===== src/rtl/gate_timebase_sel.sv =====
// gate_timebase_sel: picks one of N_RANGES synchronous timebase square waves
// as the frequency-meter gate (Ctrl_CP). A range change is committed only at
// a glitch-free point. The old source's high phase is allowed to finish, and
// the new source must be low when it is taken over. Downstream logic gets a
// range-change strobe and a gate-rise strobe.
module gate_timebase_sel #(
    parameter int N_RANGES = 4,
    parameter int SEL_W    = 2,
    parameter int RST_SEL  = 0
) (
    input  logic                CP,
    input  logic                CR,
    input  logic [N_RANGES-1:0] Tick_in,
    input  logic [SEL_W-1:0]    F_sel,
    output logic                Ctrl_CP,
    output logic                Gate_rise,
    output logic                Range_chg,
    output logic                Sel_busy,
    output logic [SEL_W-1:0]    Sel_cur
);

    typedef enum logic [1:0] {
        RUN   = 2'd0,   // Ctrl_CP follows the committed source
        DRAIN = 2'd1,   // waiting for the old source's high phase to end
        ARM   = 2'd2    // gate held low, waiting for the new source to be low
    } state_t;

    localparam logic [SEL_W-1:0] LAST_IDX = SEL_W'(N_RANGES - 1);
    localparam logic [SEL_W-1:0] RST_IDX  = SEL_W'(RST_SEL);

    state_t           state_q, state_d;
    logic [SEL_W-1:0] sel_q, sel_d;
    logic [SEL_W-1:0] tgt_q, tgt_d;
    logic             ctrl_q, ctrl_d;
    logic             rise_q, rise_d;
    logic             chg_q, chg_d;
    logic             busy_q, busy_d;

    logic [SEL_W-1:0] req;
    logic             tick_cur;
    logic             tick_tgt;

    // Out-of-range requests are clamped to the fastest timebase.
    always_comb begin
        req = F_sel;
        if (F_sel > LAST_IDX) begin
            req = LAST_IDX;
        end
    end

    // Source mux written as a compare loop, so that any N_RANGES/SEL_W pairing
    // indexes cleanly. An index outside the valid range reads as low.
    always_comb begin
        tick_cur = 1'b0;
        tick_tgt = 1'b0;
        for (int i = 0; i < N_RANGES; i++) begin
            if (sel_q == SEL_W'(i)) begin
                tick_cur = Tick_in[i];
            end
            if (tgt_q == SEL_W'(i)) begin
                tick_tgt = Tick_in[i];
            end
        end
    end

    // Next-state and output logic of the switch FSM.
    always_comb begin
        state_d = state_q;
        sel_d   = sel_q;
        tgt_d   = tgt_q;
        ctrl_d  = ctrl_q;
        chg_d   = 1'b0;
        busy_d  = busy_q;

        case (state_q)
            RUN: begin
                ctrl_d = tick_cur;
                if (req != sel_q) begin
                    // The target is frozen here. Later F_sel moves wait for
                    // the next RUN cycle.
                    tgt_d  = req;
                    busy_d = 1'b1;
                    if (tick_cur) begin
                        state_d = DRAIN;
                    end else begin
                        ctrl_d  = 1'b0;
                        state_d = ARM;
                    end
                end
            end
            DRAIN: begin
                // Let the running gate phase complete; never truncate it.
                ctrl_d = tick_cur;
                if (!tick_cur) begin
                    ctrl_d  = 1'b0;
                    state_d = ARM;
                end
            end
            ARM: begin
                // Taking over only while the new source is low guarantees the
                // first gate phase on the new range is a whole one.
                ctrl_d = 1'b0;
                if (!tick_tgt) begin
                    sel_d   = tgt_q;
                    chg_d   = 1'b1;
                    busy_d  = 1'b0;
                    state_d = RUN;
                end
            end
            default: begin
                ctrl_d  = 1'b0;
                busy_d  = 1'b0;
                state_d = RUN;
            end
        endcase

        // Rise strobe is aligned with the registered gate it describes.
        rise_d = ctrl_d & ~ctrl_q;
    end

    // State and output registers. Reset overrides any switch in progress.
    always_ff @(posedge CP) begin
        if (CR) begin
            state_q <= RUN;
            sel_q   <= RST_IDX;
            tgt_q   <= RST_IDX;
            ctrl_q  <= 1'b0;
            rise_q  <= 1'b0;
            chg_q   <= 1'b0;
            busy_q  <= 1'b0;
        end else begin
            state_q <= state_d;
            sel_q   <= sel_d;
            tgt_q   <= tgt_d;
            ctrl_q  <= ctrl_d;
            rise_q  <= rise_d;
            chg_q   <= chg_d;
            busy_q  <= busy_d;
        end
    end

    assign Ctrl_CP   = ctrl_q;
    assign Gate_rise = rise_q;
    assign Range_chg = chg_q;
    assign Sel_busy  = busy_q;
    assign Sel_cur   = sel_q;

endmodule

===== config.mk =====
export PLATFORM = sky130hd
export DESIGN_NAME = gate_timebase_sel
export DESIGN_NICKNAME = d
export VERILOG_FILES = /design/src/rtl/gate_timebase_sel.sv
export SDC_FILE = /design/constraint.sdc
export NUM_CORES = 1
export LEC_CHECK = 0
export CORE_AREA = 2 2 39 41
export DETAILED_ROUTE_END_ITERATION = 8
export DIE_AREA = 0 0 41 43
export PLACE_DENSITY_LB_ADDON = 0.15
export SLEW_MARGIN = 0
export SYNTH_ARGS = -nofsm -noshare
export SYNTH_HDL_FRONTEND = slang
export SYNTH_SLANG_ARGS = --single-unit

===== constraint.sdc =====
create_clock -name CP -period 1.8 [get_ports CP]
set_clock_uncertainty 0.15 [all_clocks]
set_input_delay 0.36 -clock CP [delete_from_list [all_inputs] [get_ports CP]]
set_output_delay 0.36 -clock CP [all_outputs]
set_load 0.005 [all_outputs]

Word-level counts from Yosys, hierarchy flattened
Index checks and enable logic that the tools add are counted.
Widths: inputs -> output; s select.
{"block": "totals", "input_bits": 8, "register_bits": 10, "n_memories": 0, "out_inout_bits": 6, "mem_bits_rw": 0, "latch_bits": 0, "romBits": 0}
{"block": "op_classes", "eq_ne": 12, "muxes": 21, "mul": 0, "magnitude_cmp": 1, "n_bitwise": 5, "n_shift": 0, "div": 0, "reduce_logical": 8, "add_sub_neg": 0}
{"op": "$mux 1", "count": 13}
{"op": "$eq 2x2->1 const B", "count": 5}
{"op": "$mux 2", "count": 5}
{"op": "$eq 2x1->1 const B", "count": 3}
{"op": "$logic_not 2->1", "count": 3}
{"op": "$ne 2x2->1 const B", "count": 3}
{"op": "$pmux 2 s3", "count": 1}
{"op": "$reduce_and 3->1", "count": 2}
{"op": "$not 1->1", "count": 4}
{"op": "$reduce_and 2->1", "count": 2}
{"op": "$pmux 1 s3", "count": 1}
{"op": "$gt 2x2->1 const B", "count": 1}
{"op": "$ne 2x2->1", "count": 1}
{"op": "$pmux 1 s2", "count": 1}
{"op": "$reduce_or 2->1", "count": 1}
{"op": "$and 1x1->1", "count": 1}

Longest topological paths before layout
Gate-level depths: netlist of run 1.
{"block": "logic_depth", "word_depth": 9, "ltp_mapped": 4}

Worst setup path before layout of run 1
No wires, ideal clock.
{"block": "synth_timing", "path_type": "register to register", "startpoint": "register tgt_q[0]", "endpoint": "register sel_q[0], in the netlist Sel_cur[0]", "stages_incl_launch_ff": 5, "slack_ns": 0.184, "setup_time_ns": 0.114, "synth_period_minus_slack_ns": 1.616, "arrival_ns": 1.352, "path_cell_list": "dfxtp_1 mux4_2 nor3b_4 mux2i_1 nor2_1"}
{"block": "synth_via", "elab_chain_cells": 7, "word_cells_on_any_way": 10, "cone_classes": "3 x eq/ne; 4 x mux; 1 x bitwise; 2 x reduce/logical"}
{"element": "start, declared", "line_no": "33", "text": "logic [SEL_W-1:0] tgt_q, tgt_d;"}
{"element": "start signal, assigned", "line_no": "134", "text": "tgt_q <= tgt_d;"}
{"element": "$logic_not 2->1", "line_no": "60", "text": "if (tgt_q == SEL_W'(i)) begin"}
{"element": "$mux 1 (4 in series)", "line_no": "60"}
{"element": "$not 1->1 (no line)"}
{"element": "$reduce_and 2->1 (no line)"}
{"element": "end signal, assigned", "line_no": "133", "text": "sel_q <= sel_d;"}
{"element": "end, declared", "line_no": "32", "text": "logic [SEL_W-1:0] sel_q, sel_d;"}
Parallel ways exist; a longest one is shown, timed or not.
A chain may end at the register's enable or synchronous reset.

Final worst setup path of run 1
{"block": "layout_timing", "startpoint": "register sel_q[0], in the netlist Sel_cur[0]", "endpoint": "output port Sel_cur[0]"}
{"element": "end, declared", "line_no": "19", "text": "output logic [SEL_W-1:0] Sel_cur"}
No word-level cell between the ends.

==> impl_metrics.env, run 1 <==
export IMPL_total_leakage_power_uw=0.0002436
export IMPL_cts_hold_buf=0
export IMPL_hpwlAfterDp_um=643.5
export IMPL_n_antenna_cell=0
export IMPL_dp_cells=71
export IMPL_slew_headroom_pct=81.24
export IMPL_tightest_slew_ns=0.2809
export IMPL_vdd_drop_max_uv=375.7
export IMPL_areaGrowthSynthToFinish_pct=38.48
export IMPL_syn_cell_area_sq_um=445.4
export IMPL_critPathMaxFanout=4
export IMPL_post_route_period_util_pct=95.39
export IMPL_cts_sinks=10
export IMPL_setup_viol=0
export IMPL_grt_max_degree=8
export IMPL_cts_made_buffers=3
export IMPL_pwr_share_clk_pct=28.0
export IMPL_core_area_sq_mm=0.001384
export IMPL_ys_seq_elements=10
export IMPL_drtAntennaViolNets=0
export IMPL_ios=14
export IMPL_grt_total_usage_pct=11.66
export IMPL_critical_path_class="reg -> out"
export IMPL_clkTransAtPathRegs_ns=0.06
export IMPL_max_clock_freq_mhz=582.4
export IMPL_grt_first_pass_wirelength_mm=1.338
export IMPL_rsz0062_at_grt="false"
export IMPL_fillers=145
export IMPL_cap_violations=0
export IMPL_multiInputGateArea_sq_um=222.7
export IMPL_status="completed"
export IMPL_intPower_uw=378.7
export IMPL_drive_gt1_share_pct=17.24
export IMPL_die_area_sq_mm=0.001763
export IMPL_cts_root_buffer="clkbuf_4"
export IMPL_ys_seq_area_share_pct=44.94
export IMPL_vias=348
export IMPL_synthCells=40
export IMPL_slew_viol_final=0
export IMPL_slowest_delay_ns=0.54
export IMPL_antenna_found_initial=0
export IMPL_viasPerCell=4.703
export IMPL_whs_ns=0.2654
export IMPL_cellPowerDensity_mw_per_mm2=797.4
export IMPL_p_sw_share_pct=23.01
export IMPL_slowest_stage="clkdlybuf4s50_1"
export IMPL_cts_tree="done"
export IMPL_first_global_vias=314
export IMPL_io_buffer_count=13
export IMPL_hold_viol=0
export IMPL_grt_overflow=0
export IMPL_first_iter_violations=2
export IMPL_comb_power_share_pct=19.9
export IMPL_drc=0
export IMPL_ctsHtreeMaxLevel=1
export IMPL_drt_wl_total_um=767
export IMPL_nNetsFinal=68
export IMPL_row_count=14
export IMPL_cp_cell_sequence="clkdlybuf4s50_1"
export IMPL_worstSetupEndpointType="output pin"
export IMPL_avgSynthCellArea_sq_um=11.14
export IMPL_p_seq_share_pct=52.1
export IMPL_drt_first_pass_iters=2
export IMPL_path_buf_inv=1
export IMPL_die_w_um=41
export IMPL_crit_path_start_kind="flop"
export IMPL_seq_area_sq_um=200.2
export IMPL_final_cell_count_no_fill=74
export IMPL_routabilityCongestion=0.7422
export IMPL_synth_warnings=0
export IMPL_clk_latency_ns=0.25
export IMPL_wl_per_cell_um=10.36
export IMPL_synth_distinct_cells=16
export IMPL_critPathTopFamily="buffers and inverters"
export IMPL_finalCriticalPeriod_ns=1.717
export IMPL_die_y_um=43
export IMPL_start_util_pct=32.19
export IMPL_cp_required_ns=1.29
export IMPL_power_switching_uw=113.2
export IMPL_postSynthNetCount=48
export IMPL_clock_path_buffers=2
export IMPL_hp_class="reg -> reg"
export IMPL_cp_arrival_ns=1.21
flip-flops by register name, indices dropped and copies added (netlist names):
name	cells
Ctrl_CP	1
Gate_rise	1
Range_chg	1
Sel_busy	1
Sel_cur	2
state_q	2
tgt_q	2
cells in the mapped netlist (all sizes together):
| library cell | number | share of area (%) |
|---|---|---|
| nor3b | 1 | 4.2 |
| mux4 | 2 | 10 |
| nand2 | 2 | 1.7 |
| or3b | 1 | 2.0 |
| o21ai | 2 | 2.2 |
| o41ai | 1 | 2.0 |
| mux2i | 4 | 9.0 |
| nor2b | 1 | 1.4 |
| inv | 1 | 0.84 |
| nand2b | 2 | 2.8 |
| a211oi | 1 | 2.8 |
| bufbuf | 1 | 4.2 |
| xnor2 | 2 | 3.9 |
| nor2 | 8 | 6.7 |
| a21oi | 1 | 1.1 |
| dfxtp | 10 | 45 |
cells in the final DEF (no fill, tap or decap), drive strengths merged:
| master | count |
|---|---|
| mux2i | 4 |
| dfxtp | 10 |
| nand2b | 2 |
| a21oi | 1 |
| mux4 | 2 |
| clkbuf | 3 |
| a211oi | 1 |
| o21ai | 2 |
| nor2 | 8 |
| o41ai | 1 |
| clkdlybuf4s50 | 9 |
| or3b | 1 |
| nor2b | 1 |
| xnor2 | 2 |
| buf | 3 |
| nand2 | 2 |
| dlygate4sd2 | 4 |
| nor3b | 1 |
| inv | 1 |
per-stage QoR:
step | total power, uW | cell area, sq um | setup slack, ns | util [%] | setup TNS, ns
global route | 525.6 | 616.8 | 0.006035 | 44.57 | 0
CTS | 502.7 | 616.8 | 0.07134 | 44.57 | 0
detailed placement | 364.1 | 599.3 | -0.2613 | 43.31 | -0.7757
global placement | 364.9 | 599.3 | -0.2654 | 43.31 | -0.7868
floorplan | 317.0 | 445.4 | 0.1840 | - | 0
finish | 491.8 | 616.8 | 0.08306 | 44.57 | 0
cells by family after synthesis:
| family | after synthesis | synth area share (%) |
|---|---|---|
| XOR/XNOR | 2 | 3.933 |
| AO/OA/AOI/OAI | 5 | 8.145 |
| AND/OR/NAND/NOR | 15 | 18.82 |
| flip-flops | 10 | 44.94 |
| buffers and inverters | 2 | 5.056 |
| multiplexers | 6 | 19.10 |
repair_timing:
item / CTS / global route
setup buffers: 0 / 0
pin swaps: 2 / 1
setup endpoints to repair: 1 / 1
gates resized for setup: 4 / 0
path summary, 6_finish.rpt:
path / slack [ns] / end / start / cells after the start
hold reg to reg: 0.27 / Gate_rise$_SDFF_PP0_ / Ctrl_CP$_SDFF_PP0_ / 1
setup / recovery: 0.08 / Sel_cur[0] / Sel_cur[0]$_SDFFE_PP0P_ / 1
setup reg to reg: 0.09 / Sel_cur[0]$_SDFFE_PP0P_ / tgt_q[0]$_SDFFE_PP0P_ / 4
hold / removal: 0.27 / Gate_rise$_SDFF_PP0_ / Ctrl_CP$_SDFF_PP0_ / 1
routing by layer:
metal | GRT usage (%) | wire length, um | up-vias
li1 | - | - | 179
met4 | 8.000 | 9 | 0
met5 | 0 | 0 | -
met1 | 14.62 | 338 | 154
met3 | 3.665 | 53 | 2
met2 | 16.25 | 366 | 13
power groups by stage:
stage,clock network (uW),logic [uW],registers (uW)
global placement,0,103,262
finish,138,97.9,256
detailed placement,0,103,262
floorplan,0,58.0,259
CTS,146,99.8,257
global route,157,109,259
cell type report:
cell class	count	area share, %
tap	16	3.245
sequential	10	32.45
inverter	1	0.6085
clock buffer	3	3.651
multi-input combinational	28	36.11
timing repair buffer	16	23.94
(Power assumes the default switching activity.)
==> run 2: changes to the inputs <==
--- a/config.mk
+++ b/config.mk
@@ -8,6 +8,7 @@
 export CORE_AREA = 2 2 39 41
 export DETAILED_ROUTE_END_ITERATION = 8
 export DIE_AREA = 0 0 41 43
+export GPL_ROUTABILITY_DRIVEN = 0
 export PLACE_DENSITY_LB_ADDON = 0.15
 export SLEW_MARGIN = 0
 export SYNTH_ARGS = -nofsm -noshare
==> results of run 2 <==
Same layout as run 1: the final DEF is identical, and so are final timing and power.
